==> src/rtl/quad_encoder_emulator_pkg.sv <==
// Shared types and helpers for the quadrature encoder emulator.
// The us-to-cycles helper is the same conversion the decoder side uses,
// so both ends agree on timing for a given clock.
package quad_encoder_emulator_pkg;

    // One IDLE state plus one state per quadrature edge of a detent click.
    typedef enum logic [2:0] {
        ST_IDLE = 3'd0,
        ST_E1   = 3'd1,
        ST_E2   = 3'd2,
        ST_E3   = 3'd3,
        ST_E4   = 3'd4
    } enc_state_e;

    localparam int LFSR_W = 16;

    // Microseconds to clock cycles for an integer-MHz clock.
    function automatic int us_to_cycles(input int clk_mhz, input int us);
        return clk_mhz * us;
    endfunction

    // Edge sequence of one click: IDLE -> E1 -> E2 -> E3 -> E4 -> IDLE.
    function automatic enc_state_e next_edge(input enc_state_e s);
        case (s)
            ST_IDLE: return ST_E1;
            ST_E1:   return ST_E2;
            ST_E2:   return ST_E3;
            ST_E3:   return ST_E4;
            default: return ST_IDLE;
        endcase
    endfunction

endpackage

==> src/rtl/quad_encoder_emulator_if.sv <==
// Step-request handshake and A/B encoder lines of the emulator.
// master = step requester / line observer, slave = the emulator itself.
interface quad_encoder_emulator_if;
    logic step_valid_i;
    logic step_dir_i;
    logic step_ready_o;
    logic step_done_o;
    logic a_o;
    logic b_o;

    modport master (
        output step_valid_i, step_dir_i,
        input  step_ready_o, step_done_o, a_o, b_o
    );

    modport slave (
        input  step_valid_i, step_dir_i,
        output step_ready_o, step_done_o, a_o, b_o
    );
endinterface

==> src/rtl/quad_encoder_emulator_bounce_lfsr.sv <==
// 16-bit Fibonacci LFSR (taps 16,14,13,11) used as the contact-bounce noise
// source. Only compiled when QUAD_ENC_BOUNCE_EN is defined, since the clean
// build has no use for it.
`ifdef QUAD_ENC_BOUNCE_EN
module bounce_lfsr #(
    parameter logic [15:0] SEED = 16'hACE1
) (
    input  logic clk_i,
    input  logic rst_i,
    input  logic en_i,
    output logic bit_o
);
    logic [15:0] lfsr_q, lfsr_d;

    // An all-zero state would lock the register up.
    if (SEED == 16'h0000) begin : g_bad_seed
        $error("bounce_lfsr: SEED must be non-zero");
    end

    // Shift in the tap XOR when enabled.
    always_comb begin
        lfsr_d = lfsr_q;
        if (en_i)
            lfsr_d = {lfsr_q[14:0], lfsr_q[15] ^ lfsr_q[13] ^ lfsr_q[12] ^ lfsr_q[10]};
    end

    // Reset restarts the sequence from the seed.
    always_ff @(posedge clk_i or posedge rst_i) begin
        if (rst_i) lfsr_q <= SEED;
        else       lfsr_q <= lfsr_d;
    end

    assign bit_o = lfsr_q[0];
endmodule
`endif

==> src/rtl/quad_encoder_emulator.sv <==
// Quadrature encoder emulator: turns accepted step requests into one
// detent click (four Gray-coded A/B edges, PHASE_CYC cycles apart).
// Optional contact bounce on the moving line: define QUAD_ENC_BOUNCE_EN.
// All outputs come straight from flops.
module quad_encoder_emulator
    import quad_encoder_emulator_pkg::*;
#(
    parameter int          CLOCK_FREQ_MHZ = 100,
    parameter int          PHASE_US       = 150,
    parameter int          BOUNCE_US      = 50,
    parameter logic [15:0] LFSR_SEED      = 16'hACE1
) (
    input  logic                      clk_i,
    input  logic                      rst_i,
    quad_encoder_emulator_if.slave    bus
);
    localparam int PHASE_CYC = us_to_cycles(CLOCK_FREQ_MHZ, PHASE_US);
    localparam int CNT_W     = $clog2(PHASE_CYC + 1);
    localparam logic [CNT_W-1:0] CNT_LOAD = CNT_W'(PHASE_CYC - 1);
    localparam logic [CNT_W-1:0] CNT_ONE  = CNT_W'(1);

    // A bounce window as long as the phase would never let the line settle.
    if (BOUNCE_US >= PHASE_US) begin : g_bad_bounce
        $error("quad_encoder_emulator: BOUNCE_US must be smaller than PHASE_US");
    end
    if (LFSR_SEED == 16'h0000) begin : g_bad_seed
        $error("quad_encoder_emulator: LFSR_SEED must be non-zero");
    end

    enc_state_e       state_q, state_d;
    logic [CNT_W-1:0] cnt_q, cnt_d;
    logic             dir_q, dir_d;
    logic             a_q, a_d;
    logic             b_q, b_d;
    logic             ready_q, ready_d;
    logic             done_q, done_d;
    logic             lead_lvl, trail_lvl;

`ifdef QUAD_ENC_BOUNCE_EN
    localparam int BOUNCE_CYC = us_to_cycles(CLOCK_FREQ_MHZ, BOUNCE_US);
    // Counter runs PHASE_CYC-1 down to 0; the first BOUNCE_CYC cycles of a
    // state are those with the counter at or above this threshold.
    localparam logic [CNT_W-1:0] BOUNCE_THR = CNT_W'(PHASE_CYC - BOUNCE_CYC);

    logic lfsr_bit;
    logic move_lead;

    bounce_lfsr #(.SEED(LFSR_SEED)) u_lfsr (
        .clk_i (clk_i),
        .rst_i (rst_i),
        .en_i  (1'b1),
        .bit_o (lfsr_bit)
    );
`endif

    // State register plus registered outputs; reset parks both lines high.
    always_ff @(posedge clk_i or posedge rst_i) begin
        if (rst_i) begin
            state_q <= ST_IDLE;
            cnt_q   <= '0;
            dir_q   <= 1'b1;
            a_q     <= 1'b1;
            b_q     <= 1'b1;
            ready_q <= 1'b1;
            done_q  <= 1'b0;
        end else begin
            state_q <= state_d;
            cnt_q   <= cnt_d;
            dir_q   <= dir_d;
            a_q     <= a_d;
            b_q     <= b_d;
            ready_q <= ready_d;
            done_q  <= done_d;
        end
    end

    // Next state: accept in IDLE, otherwise count down and advance on zero.
    always_comb begin
        state_d = state_q;
        cnt_d   = cnt_q;
        dir_d   = dir_q;
        if (state_q == ST_IDLE) begin
            if (bus.step_valid_i) begin
                state_d = ST_E1;
                cnt_d   = CNT_LOAD;
                dir_d   = bus.step_dir_i;
            end
        end else if (cnt_q == '0) begin
            state_d = next_edge(state_q);
            cnt_d   = (state_d == ST_IDLE) ? '0 : CNT_LOAD;
        end else begin
            cnt_d = cnt_q - CNT_ONE;
        end
    end

    // Outputs: line levels follow the upcoming state so edges land exactly
    // one cycle after the state change is decided.
    always_comb begin
        lead_lvl  = 1'b1;
        trail_lvl = 1'b1;
        case (state_d)
            ST_E1: lead_lvl = 1'b0;
            ST_E2: begin lead_lvl = 1'b0; trail_lvl = 1'b0; end
            ST_E3: trail_lvl = 1'b0;
            default: ;
        endcase
`ifdef QUAD_ENC_BOUNCE_EN
        // Only the line that just moved chatters; the other one stays put.
        move_lead = (state_d == ST_E1) || (state_d == ST_E3);
        if (state_d != ST_IDLE && cnt_d >= BOUNCE_THR) begin
            if (move_lead) lead_lvl  = lfsr_bit;
            else           trail_lvl = lfsr_bit;
        end
`endif
        a_d     = dir_d ? lead_lvl  : trail_lvl;
        b_d     = dir_d ? trail_lvl : lead_lvl;
        ready_d = (state_d == ST_IDLE);
        // Registered, so raise it one cycle early: it lands on the last E4 cycle.
        done_d  = (state_q == ST_E4) && (cnt_q == CNT_ONE);
    end

    assign bus.a_o          = a_q;
    assign bus.b_o          = b_q;
    assign bus.step_ready_o = ready_q;
    assign bus.step_done_o  = done_q;

endmodule

==> src/flat_wrapper.sv <==
// flat-port wrapper written by rule: the top's interface ports become plain ports
module quad_encoder_emulator_flat import quad_encoder_emulator_pkg::*;
#(
    parameter int          CLOCK_FREQ_MHZ = 100,
    parameter int          PHASE_US       = 150,
    parameter int          BOUNCE_US      = 50,
    parameter logic [15:0] LFSR_SEED      = 16'hACE1
)
  (clk_i, rst_i, bus_step_valid_i, bus_step_dir_i, bus_step_ready_o, bus_step_done_o, bus_a_o, bus_b_o);
  quad_encoder_emulator_if bus_i ();
  input  logic clk_i;
  input  logic rst_i;
  input wire logic [$bits(bus_i.step_valid_i)-1:0] bus_step_valid_i;
  input wire logic [$bits(bus_i.step_dir_i)-1:0] bus_step_dir_i;
  output wire logic [$bits(bus_i.step_ready_o)-1:0] bus_step_ready_o;
  output wire logic [$bits(bus_i.step_done_o)-1:0] bus_step_done_o;
  output wire logic [$bits(bus_i.a_o)-1:0] bus_a_o;
  output wire logic [$bits(bus_i.b_o)-1:0] bus_b_o;
  assign bus_i.step_valid_i = bus_step_valid_i;
  assign bus_i.step_dir_i = bus_step_dir_i;
  assign bus_step_ready_o = bus_i.step_ready_o;
  assign bus_step_done_o = bus_i.step_done_o;
  assign bus_a_o = bus_i.a_o;
  assign bus_b_o = bus_i.b_o;
  quad_encoder_emulator #(.CLOCK_FREQ_MHZ(CLOCK_FREQ_MHZ), .PHASE_US(PHASE_US), .BOUNCE_US(BOUNCE_US), .LFSR_SEED(LFSR_SEED)) u_core (.clk_i(clk_i), .rst_i(rst_i), .bus(bus_i));
endmodule
==> config.mk <==
export PLATFORM = sky130hd
export DESIGN_NAME = quad_encoder_emulator_flat
export DESIGN_NICKNAME = d
export VERILOG_FILES = /design/src/rtl/quad_encoder_emulator_pkg.sv /design/src/rtl/quad_encoder_emulator_if.sv /design/src/rtl/quad_encoder_emulator_bounce_lfsr.sv /design/src/rtl/quad_encoder_emulator.sv /design/src/flat_wrapper.sv
export SDC_FILE = /design/constraint.sdc
export NUM_CORES = 1
export LEC_CHECK = 0
export CAP_MARGIN = 40
export CORE_MARGIN = 2
export CORE_UTILIZATION = 55
export CTS_CLUSTER_DIAMETER = 60
export DETAILED_ROUTE_END_ITERATION = 10
export GPL_TIMING_DRIVEN = 1
export PLACE_DENSITY_LB_ADDON = 0.05
export SKIP_CTS_REPAIR_TIMING = 1
export SLEW_MARGIN = 20
export SYNTH_ARGS = -nofsm -noshare
export SYNTH_HDL_FRONTEND = slang
export SYNTH_HIERARCHICAL = 1
export SYNTH_SLANG_ARGS = --single-unit
==> constraint.sdc <==
create_clock -name clk_i -period 2.93 [get_ports clk_i]
set_clock_uncertainty 0.15 [all_clocks]
set_input_delay 0.586 -clock clk_i [delete_from_list [all_inputs] [get_ports clk_i]]
set_output_delay 0.586 -clock clk_i [all_outputs]
set_load 0.01 [all_outputs]
==> impl_summary.txt <==
----------------------------------------------------
[Run status]
  Run status ... completed

[Clocking]
  CTS H-tree lvls ... 1
  Source-to-sink clock delay at the later pin of the worst-skew pair ... 0.31 ns
  Cell chosen for the clock root ... sky130_fd_sc_hd__clkbuf_4
  Worst-path clk slew ... 0.13 ns
  CTS Buffer Depth ... 2
  Clock tree from TritonCTS ... done
  Clock net sink count ... 22
  TritonCTS buffer count ... 3

[Floorplan]
  FP Rows ... 17
  Vertical die dimension ... 52.4 µm
  Starting Density ... 58.2%
  Floorplan die width ... 52.4 µm
  Placeable Area ... 2210 µm²
  Die area ... 2740 µm²
  Top-Level Pins ... 8

[Yosys]
  Share of synthesized area spent on multiplexers ... 1.55%
  Number of distinct library cells after synthesis ... 40
  Most used DFF post-synth ... sky130_fd_sc_hd__dfrtp_1
  Synthesized area per cell ... 9.00 µm²
  Instance count of the mapped netlist ... 143
  Post-synth net total ... 149
  Post-synthesis async set-or-reset flop share ... 100%
  Dominant combinational cell family by area after synthesis ... simple AND/OR/NAND/NOR gates
  Post-synth EDFFs ... 0
  Post-Synthesis Cell Area ... 1290 µm²
  Number of register bits inferred by synthesis ... 22
  Post-synthesis adder-cell area fraction ... 1.94%
  Post-Synth XOR/XNOR Area ... 0%
  Yosys warning total ... 6
  Simple-gate share of the synthesized area ... 28.2%
  Compound-Gate Fraction of Synth Area ... 20.6%
  Seq/Total Area, Yosys ... 43.1%

[Placement]
  Number of input and output port buffers inserted ... 7
  Pre-CTS worst setup slack ... 0.463 ns
  Placer's final routability congestion estimate ... 0.841
  Detailed-placement wirelength estimate ... 2040 µm

[Cells and area]
  Proportion of layout cells with a drive suffix above 1 ... 12.4%
  Number of nets in the final layout ... 160
  Synthesis-to-layout area growth ... 11.7%
  Diodes inserted ... 0

[Power and ir drop]
  Pint ... 0.385 mW
  Worst vdd rail ir drop ... 0.000291 V
  Part of the total power dissipated in sequential elements ... 62.5%
  Share of total power consumed by net switching ... 20.8%
  P per Cell Area ... 339 nW/µm²
  Reported leakage power ... 0.584 nW
  Clock network power share ... 34.8%
  Gate power share ... 2.7%
  Total net switching power ... 0.101 mW

[Setup path]
  Required time worst endpoint ... 2.98 ns
  Worst Setup Start Kind ... register
  Category of the critical setup timing path ... register to register
  Arrival @ worst endpoint ... 2.49 ns
  Critical-path maximum fanout ... 7
  Nature of the critical path endpoint ... register

[Routing]
  Mean routed wirelength per cell ... 15.7 µm
  Drt initial violations ... 28
  Per-cell via count in the routed design ... 6.17
  Number of nets with antenna violations after routing ... 0
  Count of TritonRoute iterations in the first routing pass ... 4
  Vias after detailed routing ... 1116
  Final wirelength ... 2850 µm
  DRC Markers ... 0

[Timing]
  Max Clock Freq ... 409 MHz
  Min setup slack post-route ... 0.486 ns
  Slew @ Worst Pin ... 0.589 ns
  RSZ-0062 raised after global routing ... false
  Sum Neg Setup Slack ... 0 ns
  Final cycle utilization of the critical path ... 83.4%
  Count of final max-slew check failures ... 0
  Hold violation total from the final report ... 0
  Worst slew margin relative to its limit ... 60.6%
  Clock period minus final worst setup slack ... 2.44 ns
  Final setup vio count ... 0

[Global routing]
  Antenna violations before repair ... 0
  Total track usage ... 23.5%
  Vias in the first global route ... 1041
  First-pass GRT wire length ... 4800 µm
  Pin count of the biggest net entering global routing ... 23
  Total overflow reported by the global router ... 0

[Flow run]
  Maximum Capacitance Violations ... 0

[Worst hold path]
  Worst hold-check path type ... input pin to asynchronous set/reset pin

----------------------------------------------------
flip-flops by register name, summed over array words and instances, names as in the netlist:
signal                   flops
u_core/dir_q                 1
u_core/cnt_q                14
u_core/state_q               3
u_core/bus.step_done_o       1
u_core/bus.a_o               1
u_core/bus.step_ready_o      1
u_core/bus.b_o               1
Yosys cell counts (2+ instances only):
master | count | area, µm²
sky130_fd_sc_hd__dfstp_2 | 4 | 105
sky130_fd_sc_hd__ha_1 | 2 | 25.0
sky130_fd_sc_hd__inv_1 | 8 | 30.0
sky130_fd_sc_hd__or4_1 | 3 | 22.5
sky130_fd_sc_hd__nor3_1 | 11 | 55.1
sky130_fd_sc_hd__o21ai_0 | 15 | 75.1
sky130_fd_sc_hd__o21ai_1 | 2 | 10.0
sky130_fd_sc_hd__and3_1 | 2 | 12.5
sky130_fd_sc_hd__a21oi_1 | 11 | 55.1
sky130_fd_sc_hd__o21a_1 | 2 | 15.0
sky130_fd_sc_hd__nor3_2 | 2 | 20.0
sky130_fd_sc_hd__o31ai_1 | 2 | 15.0
sky130_fd_sc_hd__or3_1 | 5 | 31.3
sky130_fd_sc_hd__a31oi_1 | 2 | 12.5
sky130_fd_sc_hd__mux2i_1 | 2 | 20.0
sky130_fd_sc_hd__o22a_1 | 2 | 17.5
sky130_fd_sc_hd__nand2_1 | 11 | 41.3
sky130_fd_sc_hd__buf_2 | 2 | 10.0
sky130_fd_sc_hd__dfrtp_1 | 18 | 450
sky130_fd_sc_hd__nor2_1 | 14 | 52.6
sky130_fd_sc_hd__nand3_1 | 4 | 20.0
power by group through the flow:
stage	logic (mW)	clock network [mW]	registers, mW
floorplan	0.00495	0	0.309
global placement	0.0113	0	0.309
detailed placement	0.0114	0	0.309
CTS	0.0116	0.171	0.304
global route	0.0151	0.182	0.304
finish	0.0134	0.169	0.304
cell type report:
type                            instances  area (µm²)
Tap cell                               28        35.0
Inverter                                8        30.0
Timing Repair Buffer                   11         108
Fill cell                             193         774
Sequential cell                        22         556
Clock buffer                            4        36.3
Multi-Input combinational cell        108         673
routing by layer:
layer | part of all wire [%] | vias up | GRT usage, %
li1 | - | 551 | -
met1 | 48 | 542 | 31.1
met2 | 47 | 21 | 40.6
met3 | 4.1 | 2 | 2.57
met4 | 0.35 | 0 | 5.98
met5 | 0 | - | 0
worst max-delay path, cell delays in order, from the launching register on:
cell and delay, ns:
sky130_fd_sc_hd__dfrtp_1 0.44, sky130_fd_sc_hd__inv_1 0.11, sky130_fd_sc_hd__ha_1 0.27, sky130_fd_sc_hd__nor4b_4 0.43, sky130_fd_sc_hd__and4b_1 0.44, sky130_fd_sc_hd__buf_4 0.21
sky130_fd_sc_hd__nor3_1 0.05, sky130_fd_sc_hd__o21ai_0 0.15, sky130_fd_sc_hd__o31ai_1 0.09
metrics by stage:
stage          hold slack, ns  cell area [µm²]  std cells  utilization [%]  power (mW)
2_1_floorplan           0.325             1290        143                -       0.314
3_3_place_gp            0.346             1390        176             62.7       0.321
3_5_place_dp            0.359             1390        176             62.7       0.321
4_1_cts                 0.376             1420        180             64.3       0.486
5_1_grt                 0.408             1440        181             65.0       0.501
6_report                0.373             1440        181             65.0       0.487
cells in the final DEF (no fill, tap or decap), types with 3 or more instances in the layout:
| cell | n |
|---|---|
| sky130_fd_sc_hd__nand3_1 | 4 |
| sky130_fd_sc_hd__dfstp_2 | 4 |
| sky130_fd_sc_hd__clkdlybuf4s50_1 | 7 |
| sky130_fd_sc_hd__inv_1 | 8 |
| sky130_fd_sc_hd__a21oi_1 | 11 |
| sky130_fd_sc_hd__nor2_1 | 14 |
| sky130_fd_sc_hd__dfrtp_1 | 18 |
| sky130_fd_sc_hd__o21ai_0 | 15 |
| sky130_fd_sc_hd__nand2_1 | 11 |
| sky130_fd_sc_hd__or4_1 | 3 |
| sky130_fd_sc_hd__nor3_1 | 11 |
| sky130_fd_sc_hd__clkbuf_4 | 3 |
| sky130_fd_sc_hd__or3_1 | 5 |
| sky130_fd_sc_hd__buf_4 | 3 |
final timing paths:
kind	start	end	slack, ns	cells after the start
setup / recovery	u_core/cnt_q[0]$_DFFE_PP0P_	u_core/cnt_q[3]$_DFFE_PP0P_	0.49	8
max in group asynchronous	rst_i	u_core/bus.b_o$_DFF_PP1_	1.75	3
min in group clk_i	u_core/dir_q$_DFF_PP1_	u_core/dir_q$_DFF_PP1_	0.38	2
hold reg to reg	u_core/dir_q$_DFF_PP1_	u_core/dir_q$_DFF_PP1_	0.38	2
setup reg to reg	u_core/cnt_q[0]$_DFFE_PP0P_	u_core/cnt_q[3]$_DFFE_PP0P_	0.49	8
hold / removal	rst_i	u_core/cnt_q[0]$_DFFE_PP0P_	0.37	2
cells by family after synthesis:
family / count (synthesis)
AOI/OAI and AO/OA: 43
adders and majority gates: 2
buffers and inverters: 13
DFF: 22
muxes: 2
and+or+nand+nor: 61
Power figures use the tool's default switching activity.
